## config.mk

```make
export PLATFORM = sky130hd
export DESIGN_NAME = lut_prog_sequencer
export DESIGN_NICKNAME = d
export VERILOG_FILES = /design/src/rtl/lut_prog_pkg.sv /design/src/rtl/gpio_byte_writer.sv /design/src/rtl/lut_prog_sequencer.sv
export SDC_FILE = /design/constraint.sdc
export NUM_CORES = 1
export LEC_CHECK = 0
export ABC_AREA = 1
export CAP_MARGIN = 20
export CORE_MARGIN = 5
export CORE_UTILIZATION = 55
export DETAILED_ROUTE_END_ITERATION = 6
export PLACE_DENSITY = 0.81
export SYNTH_ARGS = -nofsm -noshare
export SYNTH_HDL_FRONTEND = slang
export SYNTH_HIERARCHICAL = 1
export SYNTH_SLANG_ARGS = --single-unit
export TNS_END_PERCENT = 10
```

## constraint.sdc

```tcl
create_clock -name clk -period 3.1 [get_ports clk]
set_input_delay 0.465 -clock clk [delete_from_list [all_inputs] [get_ports clk]]
set_output_delay 0.465 -clock clk [all_outputs]
set_load 0.005 [all_outputs]
```

## src/rtl/lut_prog_pkg.sv

```systemverilog
// Shared types and GPIO field positions for the LUT programming sequencer.
package lut_prog_pkg;

  typedef enum logic [2:0] {
    ST_IDLE,
    ST_FETCH,
    ST_A_HI,
    ST_A_LO,
    ST_D_HI,
    ST_D_LO,
    ST_DONE
  } seq_state_t;

  typedef enum logic [1:0] {
    PH_IDLE,
    PH_SETUP,
    PH_HIGH,
    PH_LOW
  } strobe_phase_t;

  localparam int DATA_LSB = 0;
  localparam int ADDR_LSB = 8;
  localparam int WCLK_BIT = 16;

  // The LUT stores on the second data write after one auto-increment,
  // so the address register is loaded with one less than the target.
  function automatic logic [15:0] load_addr(input logic [15:0] base,
                                            input logic [15:0] idx);
    return base + idx - 16'd1;
  endfunction

endpackage

```

## src/rtl/gpio_byte_writer.sv

```systemverilog
// Performs one GPIO register byte write: SETUP, then w_clk high and low for
// STROBE_HOLD cycles each, with address and data fields held throughout.
module gpio_byte_writer
  import lut_prog_pkg::*;
#(
  parameter int STROBE_HOLD = 2
) (
  input  logic        clk,
  input  logic        rst,
  input  logic        go,
  input  logic [7:0]  reg_addr,
  input  logic [7:0]  data_byte,
  output logic        byte_done,
  output logic [31:0] gpio_out
);

  localparam int HOLD_BITS = (STROBE_HOLD > 1) ? $clog2(STROBE_HOLD) : 1;
  localparam logic [HOLD_BITS-1:0] HOLD_LAST = HOLD_BITS'(STROBE_HOLD - 1);
  localparam logic [HOLD_BITS-1:0] HOLD_ONE  = HOLD_BITS'(1);

  strobe_phase_t        phase_q, phase_d;
  logic [HOLD_BITS-1:0] hold_q, hold_d;
  logic [7:0]           addr_q;
  logic [7:0]           byte_q;

  always_ff @(posedge clk or negedge rst) begin
    if (!rst) begin
      phase_q <= PH_IDLE;
      hold_q  <= '0;
      addr_q  <= '0;
      byte_q  <= '0;
    end else begin
      phase_q <= phase_d;
      hold_q  <= hold_d;
      if (go) begin
        addr_q <= reg_addr;
        byte_q <= data_byte;
      end
    end
  end

  // byte_done fires in the last LOW cycle so a following go starts the next
  // SETUP without a gap cycle.
  always_comb begin
    phase_d   = phase_q;
    hold_d    = hold_q;
    byte_done = 1'b0;
    case (phase_q)
      PH_SETUP: begin
        phase_d = PH_HIGH;
        hold_d  = '0;
      end
      PH_HIGH: begin
        if (hold_q == HOLD_LAST) begin
          phase_d = PH_LOW;
          hold_d  = '0;
        end else begin
          hold_d = hold_q + HOLD_ONE;
        end
      end
      PH_LOW: begin
        if (hold_q == HOLD_LAST) begin
          phase_d   = PH_IDLE;
          hold_d    = '0;
          byte_done = 1'b1;
        end else begin
          hold_d = hold_q + HOLD_ONE;
        end
      end
      default: begin
        phase_d = PH_IDLE;
      end
    endcase
    if (go) begin
      phase_d = PH_SETUP;
      hold_d  = '0;
    end
  end

  always_comb begin
    gpio_out                 = '0;
    gpio_out[DATA_LSB +: 8]  = byte_q;
    gpio_out[ADDR_LSB +: 8]  = addr_q;
    gpio_out[WCLK_BIT]       = (phase_q == PH_HIGH);
  end

endmodule

```

## src/rtl/lut_prog_sequencer.sv

```systemverilog
// Programs the 16-bit lookup table through its byte-wide GPIO port: each entry
// is two address-register byte writes followed by two data-register byte writes.
module lut_prog_sequencer
  import lut_prog_pkg::*;
#(
  parameter int ADDR_REG    = 0,
  parameter int DATA_REG    = 1,
  parameter int STROBE_HOLD = 2,
  parameter int CNT_BITS    = 17
) (
  input  logic                clk,
  input  logic                rst,
  input  logic                start,
  input  logic [15:0]         base_addr,
  input  logic [CNT_BITS-1:0] count,
  input  logic                abort,
  input  logic [15:0]         s_data,
  input  logic                s_valid,
  output logic                s_ready,
  output logic [31:0]         gpio_out,
  output logic                lut_busy,
  output logic                done,
  output logic                aborted
);

  localparam logic [7:0] ADDR_SEL = 8'(ADDR_REG);
  localparam logic [7:0] DATA_SEL = 8'(DATA_REG);

  seq_state_t          state_q, state_d;
  logic [15:0]         base_q;
  logic [CNT_BITS-1:0] count_q;
  logic [CNT_BITS-1:0] idx_q;
  logic [CNT_BITS-1:0] idx_next;
  logic [15:0]         entry_q;
  logic                abort_pend_q;
  logic                aborted_q;

  logic                go;
  logic [7:0]          wr_reg;
  logic [7:0]          wr_byte;
  logic                byte_done;
  logic                accept_start;
  logic                latch_entry;
  logic                idx_inc;
  logic                set_aborted;
  logic                end_run;
  logic                in_write;
  logic [15:0]         target_m1;

  assign idx_next  = idx_q + CNT_BITS'(1);
  assign target_m1 = load_addr(base_q, 16'(idx_q));
  assign end_run   = abort_pend_q || abort;
  assign in_write  = (state_q == ST_A_HI) || (state_q == ST_A_LO) ||
                     (state_q == ST_D_HI) || (state_q == ST_D_LO);

  gpio_byte_writer #(
    .STROBE_HOLD(STROBE_HOLD)
  ) u_writer (
    .clk      (clk),
    .rst      (rst),
    .go       (go),
    .reg_addr (wr_reg),
    .data_byte(wr_byte),
    .byte_done(byte_done),
    .gpio_out (gpio_out)
  );

  always_ff @(posedge clk or negedge rst) begin
    if (!rst) begin
      state_q      <= ST_IDLE;
      base_q       <= '0;
      count_q      <= '0;
      idx_q        <= '0;
      entry_q      <= '0;
      abort_pend_q <= 1'b0;
      aborted_q    <= 1'b0;
    end else begin
      state_q <= state_d;
      if (accept_start) begin
        base_q       <= base_addr;
        count_q      <= count;
        idx_q        <= '0;
        abort_pend_q <= 1'b0;
        aborted_q    <= 1'b0;
      end else begin
        if (idx_inc) begin
          idx_q <= idx_next;
        end
        if (abort && in_write) begin
          abort_pend_q <= 1'b1;
        end else if (state_q == ST_DONE) begin
          abort_pend_q <= 1'b0;
        end
        if (set_aborted) begin
          aborted_q <= 1'b1;
        end
      end
      if (latch_entry) begin
        entry_q <= s_data;
      end
    end
  end

  // An abort seen during a byte write is deferred until byte_done so w_clk
  // always completes its LOW phase before the run ends.
  always_comb begin
    state_d      = state_q;
    go           = 1'b0;
    wr_reg       = ADDR_SEL;
    wr_byte      = target_m1[15:8];
    accept_start = 1'b0;
    latch_entry  = 1'b0;
    idx_inc      = 1'b0;
    set_aborted  = 1'b0;
    case (state_q)
      ST_IDLE: begin
        if (start) begin
          accept_start = 1'b1;
          state_d      = (count == '0) ? ST_DONE : ST_FETCH;
        end
      end
      ST_FETCH: begin
        if (abort) begin
          state_d     = ST_DONE;
          set_aborted = 1'b1;
        end else if (s_valid) begin
          latch_entry = 1'b1;
          go          = 1'b1;
          wr_reg      = ADDR_SEL;
          wr_byte     = target_m1[15:8];
          state_d     = ST_A_HI;
        end
      end
      ST_A_HI: begin
        if (byte_done) begin
          if (end_run) begin
            state_d     = ST_DONE;
            set_aborted = 1'b1;
          end else begin
            go      = 1'b1;
            wr_reg  = ADDR_SEL;
            wr_byte = target_m1[7:0];
            state_d = ST_A_LO;
          end
        end
      end
      ST_A_LO: begin
        if (byte_done) begin
          if (end_run) begin
            state_d     = ST_DONE;
            set_aborted = 1'b1;
          end else begin
            go      = 1'b1;
            wr_reg  = DATA_SEL;
            wr_byte = entry_q[15:8];
            state_d = ST_D_HI;
          end
        end
      end
      ST_D_HI: begin
        if (byte_done) begin
          if (end_run) begin
            state_d     = ST_DONE;
            set_aborted = 1'b1;
          end else begin
            go      = 1'b1;
            wr_reg  = DATA_SEL;
            wr_byte = entry_q[7:0];
            state_d = ST_D_LO;
          end
        end
      end
      ST_D_LO: begin
        if (byte_done) begin
          idx_inc = 1'b1;
          if (end_run) begin
            state_d     = ST_DONE;
            set_aborted = 1'b1;
          end else if (idx_next == count_q) begin
            state_d = ST_DONE;
          end else begin
            state_d = ST_FETCH;
          end
        end
      end
      ST_DONE: begin
        state_d = ST_IDLE;
      end
      default: begin
        state_d = ST_IDLE;
      end
    endcase
  end

  assign s_ready  = (state_q == ST_FETCH);
  assign done     = (state_q == ST_DONE);
  assign lut_busy = (state_q != ST_IDLE);
  assign aborted  = aborted_q;

endmodule
```

# Word-level counts from Yosys, hierarchy flattened

Cells that the tools add are included.
W data, S select, Z words.

Register bits after elaboration: 90
Output and inout bits: 36
Logic and storage cells: 105

$add $sub $neg: 4
Equality and inequality tests: 18
Multiplexer cells: 54
Reduce and logical (&&, ||, !) cells: 18

Operators with widths:

| cell                    | count |
|---|---|
| $mux W8                 | 6 |
| $mux W17                | 2 |
| $mux W3                 | 11 |
| $mux W1                 | 24 |
| $pmux W8 S3             | 1 |
| $pmux W3 S6             | 1 |
| $add A17 B1 Y17 const B | 1 |
| $eq A17 B17 Y1          | 1 |
| $logic_not A17 Y1       | 1 |
| $add A16 B16 Y16        | 1 |
| $sub A16 B1 Y16 const B | 1 |
| $mux W2                 | 5 |
| $ne A2 B2 Y1 const B    | 5 |
| $eq A3 B3 Y1 const B    | 3 |
| $reduce_bool A3 Y1      | 3 |
| $eq A3 B2 Y1 const B    | 2 |
| $pmux W1 S2             | 3 |
| $pmux W2 S3             | 1 |
| $reduce_and A6 Y1       | 1 |
| $eq A2 B2 Y1 const B    | 2 |
| $logic_or A1 B1 Y1      | 4 |
| $reduce_bool A2 Y1      | 2 |
| $reduce_or A2 Y1        | 2 |
| $reduce_or A4 Y1        | 1 |
| other kinds (10)        | 10 |

# Depth between registers and ports, before layout

Gate-level depths: netlist of run 1.

Depth in word-level cells: 7
Depth in mapped cells: 19

# Hierarchy

Netlist of run 1, hierarchy kept.

Modules (own cells, without submodules):

| module             | instances | cells each | area an instance (um^2) | seq. area each (um^2) |
|---|---|---|---|---|
| lut_prog_sequencer | 1         | 665        | 4892.2                  | 1776.7 |
| gpio_byte_writer   | 1         | 110        | 1018.5                  | 475.5 |

# Worst setup path before layout of run 1

No wires, ideal clock.

Path type: register -> register
Start point: register idx_q[1]
End point: register u_writer.byte_q[5]
Setup time: 0.119 ns
Arrival: 2.405 ns
Data required time: 2.981 ns
Setup slack: 0.575 ns
Stages on the path, launching flop included: 17
Buffers on the path: 0
Period minus slack after synthesis: 2.525 ns
Cells stage by stage: dfrtp_1 > inv_1 > ha_1 > inv_1 > ha_1 > fa_1 > nand3_1 > nand3_1 > a21oi_1 > o21bai_1 > xor2_1 > nand2_1 > a21oi_1 > nor2_1 > nand3_1 > nand2_1 > o21ai_2

Word-level cells in the longest chain between the ends: 5

RTL lines:

| item                              | RTL line                                                                        | RTL |
|---|---|---|
| start: declaration                | lut_prog_sequencer.sv:32                                                        | `logic [CNT_BITS-1:0] idx_q;` |
| start signal: assignment          | lut_prog_sequencer.sv:87                                                        | `idx_q <= idx_next;` |
| $add A16 B16 Y16 *                | lut_prog_pkg.sv:29                                                              | `return base + idx - 16'd1;` |
| $sub A16 B1 Y16 *                 | lut_prog_pkg.sv:29                                                              |  |
| $mux W8, on equally long branches | lut_prog_sequencer.sv:162, lut_prog_sequencer.sv:136, lut_prog_sequencer.sv:149 |  |
| $mux W8, on equally long branches | lut_prog_sequencer.sv:161, lut_prog_sequencer.sv:135, lut_prog_sequencer.sv:148 |  |
| $pmux W8 S3 *                     | lut_prog_sequencer.sv:115                                                       | `case (state_q)` |
| named net wr_byte[5]              | lut_prog_sequencer.sv:40                                                        | `logic [7:0] wr_byte;` |
| end signal: assignment            | gpio_byte_writer.sv:37                                                          | `byte_q <= data_byte;` |
| end: declaration                  | gpio_byte_writer.sv:24                                                          | `logic [7:0] byte_q;` |

Mark *: on every way through the listed nets, which the timed path passes. The rest lies on a longest branch.
A chain may end at the register's enable or synchronous reset.

# Worst setup path in the final report of run 1

Ends and elaborated chain as after synthesis.

==> flow_summary.ini, run 1 <==
[status]
status = finished, final reports clean

[layout]
layout_common_cells = 187 x nand2_1, 139 x inv_1, 90 x dfrtp_1, 73 x clkdlybuf4s50_1, 52 x nand3_1
mostFrequentLayoutCell = nand2_1
syn_to_final_growth_pct = 17.78
layout.nets = 951
finish.utilization_pct = 66.83
drive_gt1_share_pct = 8.314
antenna_cells = 0

[clocking]
cts_htree_levels = 3
cts_tree = done
clockBufferDepth = 2
cts_hold_buf = 0
clock_latency_ns = 0.37
numClockSinks = 90
cts_buffers = 9
cts_root_buffer = clkbuf_8
clkTransAtPathRegs_ns = 0.10

[critical_path]
timing.rr.start = idx_q[1]
timing.rr.end = u_writer/byte_q[5]
critPathSlowestCell = fa_1
reg2regPathDepth = 16
cp_cell_sequence = inv_1, ha_1, inv_1, ha_1, fa_1, nand3_1, nand3_2, a21oi_2, o21bai_1, xor2_1, nand2_1, a21oi_1, nor2_1, nand3_1, nand2_1, o21ai_2
crit_fanout = 4
crit_path_max_incr_delay_ns = 0.41
end_kind = flop
arrival_ns = 3.12
critPathRequiredTime_ns = 3.39
crit_type = flop to flop
startpoint_type = flop
reg2reg_slack_ns = 0.27

[timing]
setup_violations = 0
period_minus_slack_ns = 2.831
fin_skew_ns = 0.01314
hold_viol = 0
holdWs_ns = 0.06666
worst_slew_pin_slew_ns = 0.6252
slew_headroom_pct = 58.22
min_period_over_period_pct = 91.32
fmax_ghz = 0.3532
maxSlewViolCount = 0

[placed_design]
portBuffers = 74
gp_congestion = 0.9387
dpl.hpwl_um = 11310

[floorplanning]
coreArea_um2 = 10420
fp.dieW_um = 113.7
io_pins = 90
rows = 37
die_area_um2 = 12920
die_h_um = 113.7
initial_core_util_pct = 56.74

[logic_synthesis]
netlist_area_um2 = 5911
netlist_instances = 775
ys_types = 45
ys_seq_elements = 90
synth-main-ff-cell = dfrtp_1
synth_edf_count = 0
synth_area_leaders = dfrtp_1 38%, nand2_1 12%, inv_1 8.8%
yosys_warnings = 6
netlist.top_cell.by_area = dfrtp_1
synth_async_sr_flop_share_pct = 100.0
syn_avg_cell_area_um2 = 7.627
yosysSeqAreaShare_pct = 38.10
synth_top_area_share_pct = 38.10

[drt]
drt_iter0_drc = 298
antenna_left = 0
post_drt_via_cell_ratio = 5.226
dr.pass1.iters = 5
wl_per_cell_um = 14.54
drc = 0
dr_total_vias = 5236
wl_um = 14570

[global_routing]
antenna_found_initial = 0
grt_pass1_wl_um = 24520
grt_max_degree = 51
gr-usage-all-layers_pct = 23.34
gr-total-overflow = 0
grt_pass1_vias = 5165

[pwr]
powerDensity_nw_per_um2 = 946.1
leakage_nw = 3.385
vdd_drop_max_mv = 0.5142

[hold_path]
min_path_type = input port to async pin

[flow_run]
maxCapViolCount = 0
[metrics by stage]
| step | cell area (um^2) | instances | total power, mW | TNS, ns | worst slack (ns) |
|---|---|---|---|---|---|
| 3_5_place_dp | 6743 | 981 | 5.699 | 0 | 0.1950 |
| 2_1_floorplan | 5986 | 795 | 4.515 | 0 | 0.5755 |
| 5_1_grt | 6962 | 1002 | 7.229 | -0.01107 | -0.01107 |
| 3_3_place_gp | 6743 | 981 | 5.622 | 0 | 0.3061 |
| 4_1_cts | 6915 | 997 | 6.472 | 0 | 0.1327 |
| 6_report | 6962 | 1002 | 6.587 | 0 | 0.2691 |
[flip-flops by register name (all words and copies together), names as in the netlist]
signal and count:
abort_pend_q 1, aborted 1, base_q 16, count_q 17
entry_q 16, idx_q 17, state_q 3, u_writer/addr_q 8
u_writer/byte_q 8, u_writer/hold_q 1, u_writer/phase_q 2
[timing repair]
| action | 4_1_cts | 5_1_grt |
|---|---|---|
| endpoints found under the setup margin | 0 | 2 |
| setup buffers | 0 | 5 |
| resized for setup | 0 | 3 |
[Yosys cell counts, types with 2 or more instances]
cell type,number
nand2_1,187
xor2_1,10
nand3_1,53
conb_1,2
nor2_1,46
inv_1,139
nor3_1,8
o31ai_1,3
a31oi_1,2
dfrtp_1,90
o21bai_1,3
mux2_2,16
o21ai_0,52
o22ai_1,15
a32o_1,2
nor2_4,3
a21oi_1,21
o21ai_2,13
nor4_1,2
clkbuf_1,7
ha_1,35
buf_2,2
xnor2_1,7
nand4_1,11
buf_4,17
a21o_1,2
o21ai_1,3
inv_2,4
buf_6,3
nand3_2,2
[critical path, delay by kind of cell, from the launching register on]
kind	cells	cell delay (ns)
AOI/OAI and AO/OA	4	0.53
xor gates and xnor gates	1	0.25
and+or+nand+nor	6	0.56
DFF	1	0.39
buffers and inverters	2	0.10
adders and majority gates	3	0.90
[report_power, final]
part / internal, mW / switching [mW]
Sequential: 1.64 / 0.319
Combinational: 1.64 / 2.26
Clock: 0.296 / 0.435
[cell type report]
type | instances | area (um^2)
Timing Repair Buffer | 86 | 840.8
Multi-Input combinational cell | 531 | 2989
Sequential cell | 90 | 2252
Inverter | 143 | 536.8
Tap cell | 136 | 170.2
Clock inverter | 5 | 41.29
Fill cell | 915 | 3455
Clock buffer | 11 | 131.4
[how the worst max path moves through the flow]
stage                  start            endpoint  depth (start not counted)
global placement    idx_q[1]  u_writer/byte_q[5]                         16
global route        idx_q[0]  u_writer/byte_q[5]                         16
detailed placement  idx_q[1]  u_writer/byte_q[5]                         16
finish              idx_q[1]  u_writer/byte_q[5]                         16
CTS                 idx_q[1]  u_writer/byte_q[5]                         16
floorplan           idx_q[1]  u_writer/byte_q[5]                         16
[cell families after synthesis]
logic type      after synthesis  synth area share, %
other cells                   2               0.1271
mux                          16                3.048
simple gates                319                23.24
xor+xnor                     18                2.900
flops                        90                38.10
fa+ha+maj                    36                7.748
buf+inv                     174                12.74
compound gates              120                12.09
[layer usage]
metal,share of wire [%],wire length [um],vias to the layer above,track usage [%]
met1,42,6190,2432,30.49
met5,0,0,-,0
li1,-,-,2620,-
met3,5.3,772,20,3.979
met2,50,7241,164,38.71
met4,2.5,368,0,9.135
Note: power is estimated with default switching activity, not from simulation.
==> run 2, diff against run 1 <==
- CTS_CLUSTER_DIAMETER: not set -> 30
==> results of run 2 <==
Final layout, timing and power as in run 1 (identical DEF).
==> edit: new RTL, config.mk and constraints of run 1 <==
The parameter `ADDR_REG` goes from 0 to 1.
--- a/src/rtl/lut_prog_sequencer.sv
+++ b/src/rtl/lut_prog_sequencer.sv
@@ -4,5 +4,5 @@
   import lut_prog_pkg::*;
 #(
-  parameter int ADDR_REG    = 0,
+  parameter int ADDR_REG    = 1,
   parameter int DATA_REG    = 1,
   parameter int STROBE_HOLD = 2,
Function: changed (a bounded check fails within 4 cycles, from zero or initial values and one cycle with rst low).
==> edit against run 1 <==
  * Synthesized area grew 1.1%
  * Sequential cell count is the same
  * Total power grew 1.4%
  * Clock skew shrank 0.0025 ns
  * Setup slack gained 0.044 ns
  * Synthesized cell count grew 2.5%
  * Clock power grew 23%
  * Final area grew 1.7%
  * Wire length shrank 5.2%
==> edit: results (changes against run 1) <==
DRT iter0 DRCs 344 (was 298); Clock Power Share 13.5% (was 11.1%); DR WL/cell 13.4 µm (was 14.5 µm); Via density 5.08 (was 5.23); Peak VDD IR 0.542 mV (was 0.514 mV); slew margin rel. 51.2% (was 58.2%); routability congestion estimate from global placement 0.940 (was 0.939); reg-to-reg setup timing slack 0.31 ns (was 0.27 ns); Worst EP arrival 3.03 ns (was 3.12 ns); first-pass GRT wire length 23.9 mm (was 24.5 mm); global-route usage over all layers 22.5% (was 23.3%); clock slew at reported path FFs about 0.090 ns; ys async rst share 100% (unchanged); largest net degree at the start of global routing 59 (was 51); number of global-route vias before repair 5202 (was 5165); r2r worst-path depth 17 (was 16); Buffers on Ports 74 (unchanged); crit-path max FO 5 (was 4); DP HPWL 10.7 mm (was 11.3 mm); drt first pass iters 5 (unchanged); sequential area share after synthesis 37.7% (was 38.1%); Max Root-Sink Buffers 2 (unchanged); Num CTS Buffers 9 (unchanged); Clock Tree Root clkbuf_8 (unchanged); pre-CTS setup slack 0.331 ns (was 0.195 ns); met2 GRT Util 37.5% (was 38.7%); origin of the critical flop-to-flop path idx_q[3] (was idx_q[1]); Post-synth top flop dfrtp_1 (unchanged); Nets 973 (was 951); P_leak 3.51 nW (was 3.38 nW); CTS HTree Levels 3 (unchanged); power share of the sequential group 29.2% (was 29.7%); largest registers count_q: 17 flops, idx_q: 17 flops (unchanged); HP Class input port to async pin (unchanged); Warnings, synthesis 6 (unchanged); status finished clean (unchanged); Netlist cell types 49 (was 45); met3 usage 3.96% (was 3.98%); period utilization 89.9% (was 91.3%); Skew-Pair Late Insertion Delay 0.36 ns; NetSw 0.00293 W (was 0.00301 W); share of layout cells above drive strength 1 9.23% (was 8.31%); initial antenna violation count 0 (unchanged); most frequent cells after synthesis nand2_1 (209), inv_1 (142), dfrtp_1 (90), o21ai_0 (54), nand3_1 (48) (was nand2_1 (187), inv_1 (139), dfrtp_1 (90), nand3_1 (53), o21ai_0 (52)); Final Skew 0.0107 ns (was 0.0131 ns); top cells by area, synth dfrtp_1 (38%), nand2_1 (13%), inv_1 (8.9%) (was dfrtp_1 (38%), nand2_1 (12%), inv_1 (8.8%)); post-CTS setup buffer count 0 (unchanged); FILL cells 975 (was 915); CP Launch Type flop (unchanged); post-CTS resize count 0 (unchanged); GR Layer Usage met1 29.5% (was 30.5%); antenna cells 0 (unchanged); Worst setup endpoint u_writer/byte_q[6] (was u_writer/byte_q[5]); Post-synth EDFFs 0 (unchanged)
==> edit: cell types whose count changed in the layout (fill, tap and decap cells not counted), sizes merged, moves of 3 or more <==
cell and change:
a21oi -6, nand3 -5, o22ai -5, nor3 -3, nand3b +3, nand4 +3, nand2 +27, buf +3
==> edit: logic make-up (layout without fill, tap and decap cells) <==
family	Yosys count	count (layout)	share of synthesized area, %
simple gates	345	345	25.0
buf+inv	176	250	12.8
compound gates	114	114	11.6
flops	90	90	37.7
fa+ha+maj	36	36	7.67
xor+xnor	15	15	2.33
mux	15	15	2.83
other cells	3	23	0.189
==> edit: metal layers <==
metal	routed length [µm]	up-vias
li1	-	2670
met1	6290	2384
met2	6490	134
met3	606	30
met4	431	0
met5	0	-
==> edit: worst max-delay path, stage by stage, from the launching register on <==
cell and delay, ns:
dfrtp_1 0.42, inv_1 0.13, ha_1 0.29, inv_1 0.04
ha_1 0.36, nand2_1 0.10, nand2_1 0.07, nand2_1 0.06
nand3_1 0.16, nand3_1 0.11, nand4_1 0.10, xor2_1 0.18
nand2_1 0.11, nand2_1 0.08, a21boi_0 0.23, nand2_1 0.10
nand2_1 0.08, o21ai_2 0.05
==> edit: area by class of cell <==
cell class | count | area share (%)
well taps | 140 | 2.47
flip-flops and latches | 90 | 31.8
multi-input cells | 548 | 42.9
inverters | 145 | 7.70
clock buffers | 12 | 2.05
repair buffers | 89 | 12.0
clock inverters | 4 | 1.06
==> edit: metrics by stage <==
step	instance area, µm²	hold slack [ns]	util [%]	power (W)	cells
final	7080	0.149	65.9	0.00668	1028
after detailed placement	6860	0.494	63.8	0.00571	1012
after CTS	7080	0.180	65.9	0.00667	1028
after global placement	6860	0.478	63.8	0.00564	1012
after floorplan	6050	0.169	-	0.00464	814
after global routing	7080	0.216	65.9	0.00738	1028
